File: src/rtl/uart_cmd_frame_tx.sv
// uart_cmd_frame_tx: 8N1 UART transmitter for a latched 5-byte command frame
module uart_cmd_frame_tx #(
  parameter int DVSR = 22,
  parameter int OVERSAMPLE = 16
) (
  input  logic       clk40M,
  input  logic       nRst,
  input  logic       i_send,
  input  logic [7:0] i_cmd,
  input  logic [7:0] i_addrLsb,
  input  logic [7:0] i_addrMsb,
  input  logic [7:0] i_dataLsb,
  input  logic [7:0] i_dataMsb,
  output logic       o_busy,
  output logic       o_done,
  output logic       serialOut
);
  localparam int TW = $clog2(DVSR);
  localparam int SW = $clog2(OVERSAMPLE);
  localparam logic [1:0] IDLE = 2'd0, START = 2'd1, DATA = 2'd2, STOP = 2'd3;
  logic [1:0]    r_state;
  logic [TW-1:0] r_tcnt;
  logic [SW-1:0] r_scnt;
  logic [2:0]    r_bcnt, r_idx;
  logic [39:0]   r_shadow;
  logic          r_tx, r_busy, r_done;
  logic          w_tick, w_accept, w_last;
  assign w_tick   = r_tcnt == TW'(DVSR - 1);
  assign w_accept = i_send && !r_busy;
  assign w_last   = w_tick && r_scnt == SW'(OVERSAMPLE - 1);
  assign o_busy    = r_busy;
  assign o_done    = r_done;
  assign serialOut = r_tx;
  // The 40-bit shadow is one shift chain: after a byte's 8 shifts the next byte sits at [7:0].
  always_ff @(posedge clk40M) begin
    if (!nRst) begin
      r_state  <= IDLE;
      r_tcnt   <= '0;
      r_scnt   <= '0;
      r_bcnt   <= '0;
      r_idx    <= '0;
      r_shadow <= '0;
      r_tx     <= 1'b1;
      r_busy   <= 1'b0;
      r_done   <= 1'b0;
    end else begin
      r_done <= 1'b0;
      r_tcnt <= (w_accept || w_tick) ? '0 : r_tcnt + 1'b1;
      if (r_state != IDLE && w_tick) r_scnt <= w_last ? '0 : r_scnt + 1'b1;
      case (r_state)
        IDLE: if (w_accept) begin
          r_shadow <= {i_dataMsb, i_dataLsb, i_addrMsb, i_addrLsb, i_cmd};
          r_idx    <= '0;
          r_scnt   <= '0;
          r_bcnt   <= '0;
          r_tx     <= 1'b0;
          r_busy   <= 1'b1;
          r_state  <= START;
        end
        START: if (w_last) begin
          r_tx    <= r_shadow[0];
          r_state <= DATA;
        end
        DATA: if (w_last) begin
          r_shadow <= r_shadow >> 1;
          r_bcnt   <= r_bcnt + 1'b1;
          r_tx     <= r_bcnt == 3'd7 ? 1'b1 : r_shadow[1];
          r_state  <= r_bcnt == 3'd7 ? STOP : DATA;
        end
        default: if (w_last) begin
          r_idx   <= r_idx == 3'd4 ? r_idx : r_idx + 1'b1;
          r_tx    <= r_idx == 3'd4;
          r_done  <= r_idx == 3'd4;
          r_busy  <= r_idx != 3'd4;
          r_state <= r_idx == 3'd4 ? IDLE : START;
        end
      endcase
    end
  end
endmodule

File: config.mk
export PLATFORM = sky130hd
export DESIGN_NAME = uart_cmd_frame_tx
export DESIGN_NICKNAME = d
export VERILOG_FILES = /design/src/rtl/uart_cmd_frame_tx.sv
export SDC_FILE = /design/constraint.sdc
export NUM_CORES = 1
export LEC_CHECK = 0
export ABC_CLOCK_PERIOD_IN_PS = 2000
export CAP_MARGIN = 20
export CORE_AREA = 2 2 127 80
export DETAILED_ROUTE_END_ITERATION = 8
export DIE_AREA = 0 0 129 82
export PLACE_DENSITY_LB_ADDON = 0.05
export REMOVE_ABC_BUFFERS = 1
export SETUP_SLACK_MARGIN = 0.05
export SLEW_MARGIN = 10
export SYNTH_ARGS = -nofsm -noshare
export SYNTH_HDL_FRONTEND = slang
export SYNTH_SLANG_ARGS = --single-unit
export TNS_END_PERCENT = 10
File: constraint.sdc
create_clock -name clk40M -period 2 [get_ports clk40M]
set_clock_uncertainty 0.1 [all_clocks]
set_input_delay 0.3 -clock clk40M [delete_from_list [all_inputs] [get_ports clk40M]]
set_output_delay 0.3 -clock clk40M [all_outputs]
set_load 0.01 [all_outputs]
# Word-level counts from Yosys, hierarchy flattened
# Index checks and enable logic that the tools add are counted.
[totals]
reg_bits = 60
inputBits = 43
output_inout_bits = 3
word_cells = 72
[op_classes]
n_addsub = 4
n_eq_ne = 11
muxes = 29
bitwise = 3
n_reduce_logical = 16
[ops]
columns = ["operator", "count"]
rows = [
  ["$mux W40", 2],
  ["$pmux W40 S2", 1],
  ["$mux W4", 4],
  ["$mux W3", 4],
  ["$pmux W3 S2", 2],
  ["$mux W1", 9],
  ["$mux W2", 4],
  ["$reduce_and A4 Y1", 2],
  ["$add A3 B1 Y3 const B", 2],
  ["$eq A3 B3 Y1 const B", 2],
  ["$ne A2 B2 Y1 const B", 3],
  ["$pmux W2 S3", 1],
  ["$reduce_and A3 Y1", 2],
  ["$reduce_bool A2 Y1", 3],
  ["$add A5 B1 Y5 const B", 1],
  ["$eq A5 B5 Y1 const B", 1],
  ["$reduce_or A5 Y1", 1],
  ["$add A4 B1 Y4 const B", 1],
  ["$eq A4 B4 Y1 const B", 1],
  ["$reduce_or A2 Y1", 2],
  ["$logic_and A1 B1 Y1", 3],
  ["$ne A3 B3 Y1 const B", 1],
  ["$not A1 Y1", 3],
  ["$pmux W1 S3", 1],
  ["other kinds (7)", 7],
]

# Longest topological paths before layout
[logic_depth]
word_depth = 6
depth_mapped = 8
mapped_depth_nobuf = 6

# Least setup slack after synthesis
# OpenSTA, ideal clock, no wires.
[synth_path]
path_type = "register to register"
start = "reg r_state[0]"
end = "reg r_shadow[11]"
setup_ns = 0.115
t_arrival_ns = 1.575
required_time_ns = 1.785
slack_ns = 0.211
path_stages_with_launch = 9
path_buffers = 2
period_less_slack_ns = 1.789
path_cell_list = "dfxtp_1 inv_1 ha_1 inv_2 o2111ai_4 nand2_1 buf_4 buf_4 o21a_1"
[synth_via]
elab_chain_cells = 3
word_cells_on_any_way = 7
cone_classes = "3 x eq/ne; 1 x mux; 3 x reduce/logical"
[synth_lines]
columns = ["item", "line_no", "source"]
rows = [
  ["start: declaration", "21", "logic [1:0] r_state;"],
  ["start signal: assignment", "68", "r_state <= r_bcnt == 3'd7 ? STOP : DATA;"],
  ["start signal: assignment", "75", "r_state <= r_idx == 3'd4 ? IDLE : START;"],
  ["$eq A2 B2 Y1 or $logic_not A2 Y1 (tied branches)", "50", "case (r_state)"],
  ["$ne A2 B2 Y1 (no source line) or $reduce_bool A2 Y1 (tied branches)", "-", ""],
  ["$reduce_and A3 Y1 (no source line)", "-", ""],
  ["end signal: assignment", "52", "r_shadow <= {i_dataMsb, i_dataLsb, i_addrMsb, i_addrLsb, i_cmd};"],
  ["end signal: assignment", "65", "r_shadow <= r_shadow >> 1;"],
  ["end: declaration", "25", "logic [39:0] r_shadow;"],
]
# Parallel ways exist; a longest one is shown, timed or not.
# A chain may end at the register's enable or synchronous reset.

# Final worst setup path
[layout_path]
start = "reg r_tcnt[1]"
end = "reg r_shadow[16]"
[layout_via]
elab_chain_cells = 4
[layout_lines]
columns = ["item", "line_no", "source"]
rows = [
  ["start: declaration", "22", "logic [TW-1:0] r_tcnt;"],
  ["start signal: assignment", "48", "r_tcnt <= (w_accept || w_tick) ? '0 : r_tcnt + 1'b1;"],
  ["$eq A5 B5 Y1", "28", "assign w_tick = r_tcnt == TW'(DVSR - 1);"],
  ["$logic_and A1 B1 Y1", "30", "assign w_last = w_tick && r_scnt == SW'(OVERSAMPLE - 1);"],
  ["$ne A2 B2 Y1 (no source line)", "-", ""],
  ["$reduce_and A3 Y1 (no source line)", "-", ""],
]
# Every way passes these cells.

==> summary.txt <==
Status
  • Status: complete, no violations

Yosys
  • Primary FF master, synth: dfxtp_1
  • Most common cell in the netlist: dfxtp_1
  • Post-synth cell types: 40
  • Synthesized flop and latch total: 60
  • Mapped Avg Cell Area: 10.4 um^2
  • Top post-synthesis cells by area: dfxtp_1 (44%), o221a_2 (16%), o21a_1 (11%)
  • Cells after Synth: 266
  • Post-Syn Area: 0.00276 mm^2
  • Cell taking the most area after synthesis: dfxtp_1
  • Commonest cells in the netlist: dfxtp_1 (60), o21a_1 (39), o221a_2 (39)
  • Post-synthesis sequential area ratio: 43.5%
  • Share of flip-flops with an asynchronous set or reset: 0%
  • Top cell type's share of synthesized area: 43.5%
  • Synth warnings: 0
  • Post-synth EDFFs: 0

Pwr
  • Sequential share of power: 35.9%
  • Switching share of power: 29.6%
  • Clock share of power: 36.0%
  • PwrDens: 1200 mW/mm^2
  • Leak: 1.46 nW
  • Max VDD drop: 0.000478 V
  • Logic pwr share: 28.1%
  • P_int: 3.24 mW
  • Switching Power: 1.36 mW

Cells and area
  • Fill count: 939
  • Ant. Diodes: 0
  • Share of layout cells above drive strength 1: 24.7%
  • Nets@finish: 373
  • Cell area after layout: 0.00382 mm^2
  • Area added between synthesis and finish: 38.4%
  • Finished Layout Cells: 459

Clocking
  • TritonCTS Buffers: 9
  • Clock latency at the later pin of the worst-skew pair: 0.33 ns
  • H-tree levels: 3
  • Clock Sinks: 60
  • CTS tree: done
  • Postcts setup bufs: 0
  • Clock Pin Slew Worst Setup and Hold Paths: 0.05 ns
  • Root buf cell: clkbuf_16
  • Hold_buf cts: 0
  • CTS max path bufs: 2

GRT
  • Pin count of the biggest net entering global routing: 43
  • GRT overflow: 0
  • Initial antenna violation count: 0
  • Vias in the first global route: 2164
  • First-pass GRT wire length: 11.5 mm
  • GRT Util Overall: 14.5%

STA
  • Period minus WS final: 1.88 ns
  • Max_slew headroom: 74.2%
  • RSZ-0062 raised after global routing: yes
  • Worst slew pin tran: 0.386 ns
  • Final worst-path cycle share: 94.2%
  • Max Slew Vio Count: 0
  • Hold_ws: 0.248 ns
  • Endpoints failing setup: 0
  • Max Fclk: 531 MHz
  • Hold Fails Final Rpt: 0

Place
  • Placed cell area: 0.00349 mm^2
  • Routability congestion estimate: 0.795
  • Inst Count DP: 443
  • Post-DP HPWL: 4.60 mm
  • Port bufs: 45

Setup path
  • CP arrival: 2.00 ns
  • Critical Path Start Type: flip-flop
  • Worst R2R Path Depth: 7
  • Worst flop-to-flop path endpoint: r_shadow[16]$_SDFFE_PN0P_
  • Crit-path max FO: 25
  • R2R setup slack: 0.12 ns
  • Critical path endpoint category: flip-flop
  • Setup CP Type: reg2reg
  • Reg2reg start: r_tcnt[1]$_SDFF_PP0_
  • CP required: 2.12 ns

Die
  • Die height: 82 um
  • Die Footprint: 0.0106 mm^2
  • Initial Util: 29.1%
  • Site row count: 28
  • Core Box Area: 0.00949 mm^2
  • Die width: 129 um
  • Io pins: 46

Drt
  • Pre-Repair DR Iteration Count: 4
  • Post-Route WL: 7.00 mm
  • Initial DRC Count: 204
  • Via/cell ratio: 4.94
  • Antenna-violating nets left: 0
  • Vias: 2269
  • DRC: 0
  • Avg WL per Cell: 15.2 um

Hold path
  • Hold Crit Class: in2reg
  • Min-delay src: nRst
  • Worst Hold Path EP: r_state[1]$_SDFFE_PN0P_
  • Hold depth: 3

Run
  • Max-cap violations: 0
[layout by cell type (no fill, tap or decap), types with 8 or more instances in the layout]
cell type        instances
dfxtp_1                 60
clkdlybuf4s50_1         44
o221a_2                 39
o21a_1                  39
nand2_1                 13
nor2_1                  13
ha_1                    11
buf_4                   10
nand3_1                  9
clkbuf_16                9
inv_1                    8
a21oi_1                  8
[kinds of logic (layout without fill, tap and decap cells)]
kind of cell / count (synthesis) / in the layout / synth area share (%)
AOI/OAI and AO/OA: 109 / 109 / 34.8
xor gates and xnor gates: 4 / 4 / 1.27
adders and majority gates: 11 / 11 / 4.99
buffers and inverters: 28 / 86 / 4.40
DFF: 60 / 60 / 43.5
muxes: 3 / 3 / 1.09
and+or+nand+nor: 51 / 51 / 9.93
[metrics by stage]
| step | power, mW | setup WS (ns) | util, % | setup TNS (ns) |
|---|---|---|---|---|
| 2_1_floorplan | 2.42 | -1.09 | - | -43.28 |
| 3_3_place_gp | 2.94 | 0.000539 | 36.7 | 0 |
| 3_5_place_dp | 2.95 | -0.0316 | 36.7 | -0.853 |
| 4_1_cts | 4.64 | 0.148 | 40.1 | 0 |
| 5_1_grt | 4.87 | 0.0366 | 40.2 | 0 |
| 6_report | 4.60 | 0.117 | 40.2 | 0 |
[cell type report]
type                    count  area [um^2]  share of cell area, %
well taps                 135          169                   4.42
inverters                   9         33.8                  0.884
clock inverters             5         75.1                   1.96
multi-input cells         178         1460                   38.2
clock buffers              11          243                   6.35
repair buffers             61          641                   16.8
flip-flops and latches     60         1200                   31.4
[sequential cells by signal, indices dropped and copies added, names as in the netlist]
name,flops
r_bcnt,3
r_state,2
o_done,1
r_idx,3
o_busy,1
r_shadow,40
r_scnt,4
serialOut,1
r_tcnt,5
[what timing repair did]
| action | in CTS | in global routing |
|---|---|---|
| gates resized for setup | 0 | 2 |
| hold endpoints to repair | 0 | 0 |
| endpoints found under the setup margin | 0 | 2 |
[how the worst max path moves through the flow]
stage                                  from                        end  slack (ns)  depth (start not counted)
floorplan           r_state[0]$_SDFFE_PN0P_   r_shadow[0]$_SDFFE_PN0P_       -1.09                          5
global placement                     i_send  r_shadow[20]$_SDFFE_PN0P_      0.0005                          6
detailed placement                   i_send   r_shadow[6]$_SDFFE_PN0P_       -0.03                          6
CTS                    r_tcnt[1]$_SDFF_PP0_  r_shadow[16]$_SDFFE_PN0P_        0.15                          7
global route           r_tcnt[1]$_SDFF_PP0_  r_shadow[16]$_SDFFE_PN0P_        0.04                          7
finish                 r_tcnt[1]$_SDFF_PP0_  r_shadow[16]$_SDFFE_PN0P_        0.12                          7
[layer usage]
metal | GRT usage (%) | share of wire, % | wire length, um | vias up
met4 | 6.20 | 1.2 | 87 | 0
li1 | - | - | - | 1139
met3 | 4.56 | 5.3 | 370 | 9
met1 | 21.6 | 57 | 3980 | 1072
met2 | 18.7 | 37 | 2570 | 49
met5 | 0 | 0 | 0 | -
[power groups by stage]
stage	Sequential (mW)	Clock, mW	Combinational [mW]
after floorplan	1.64	0	0.779
after global placement	1.67	0	1.27
after detailed placement	1.67	0	1.27
after CTS	1.65	1.71	1.28
after global routing	1.70	1.76	1.41
final	1.65	1.65	1.29
[critical path, stage by stage (launching register included)]
cell       delay [ns]
dfxtp_1          0.32
inv_1            0.06
ha_1             0.21
and4b_1          0.31
o2111ai_4        0.20
buf_12           0.21
o221a_2          0.26
o21a_1           0.10
No activity file was read; power rests on OpenSTA's default activity.
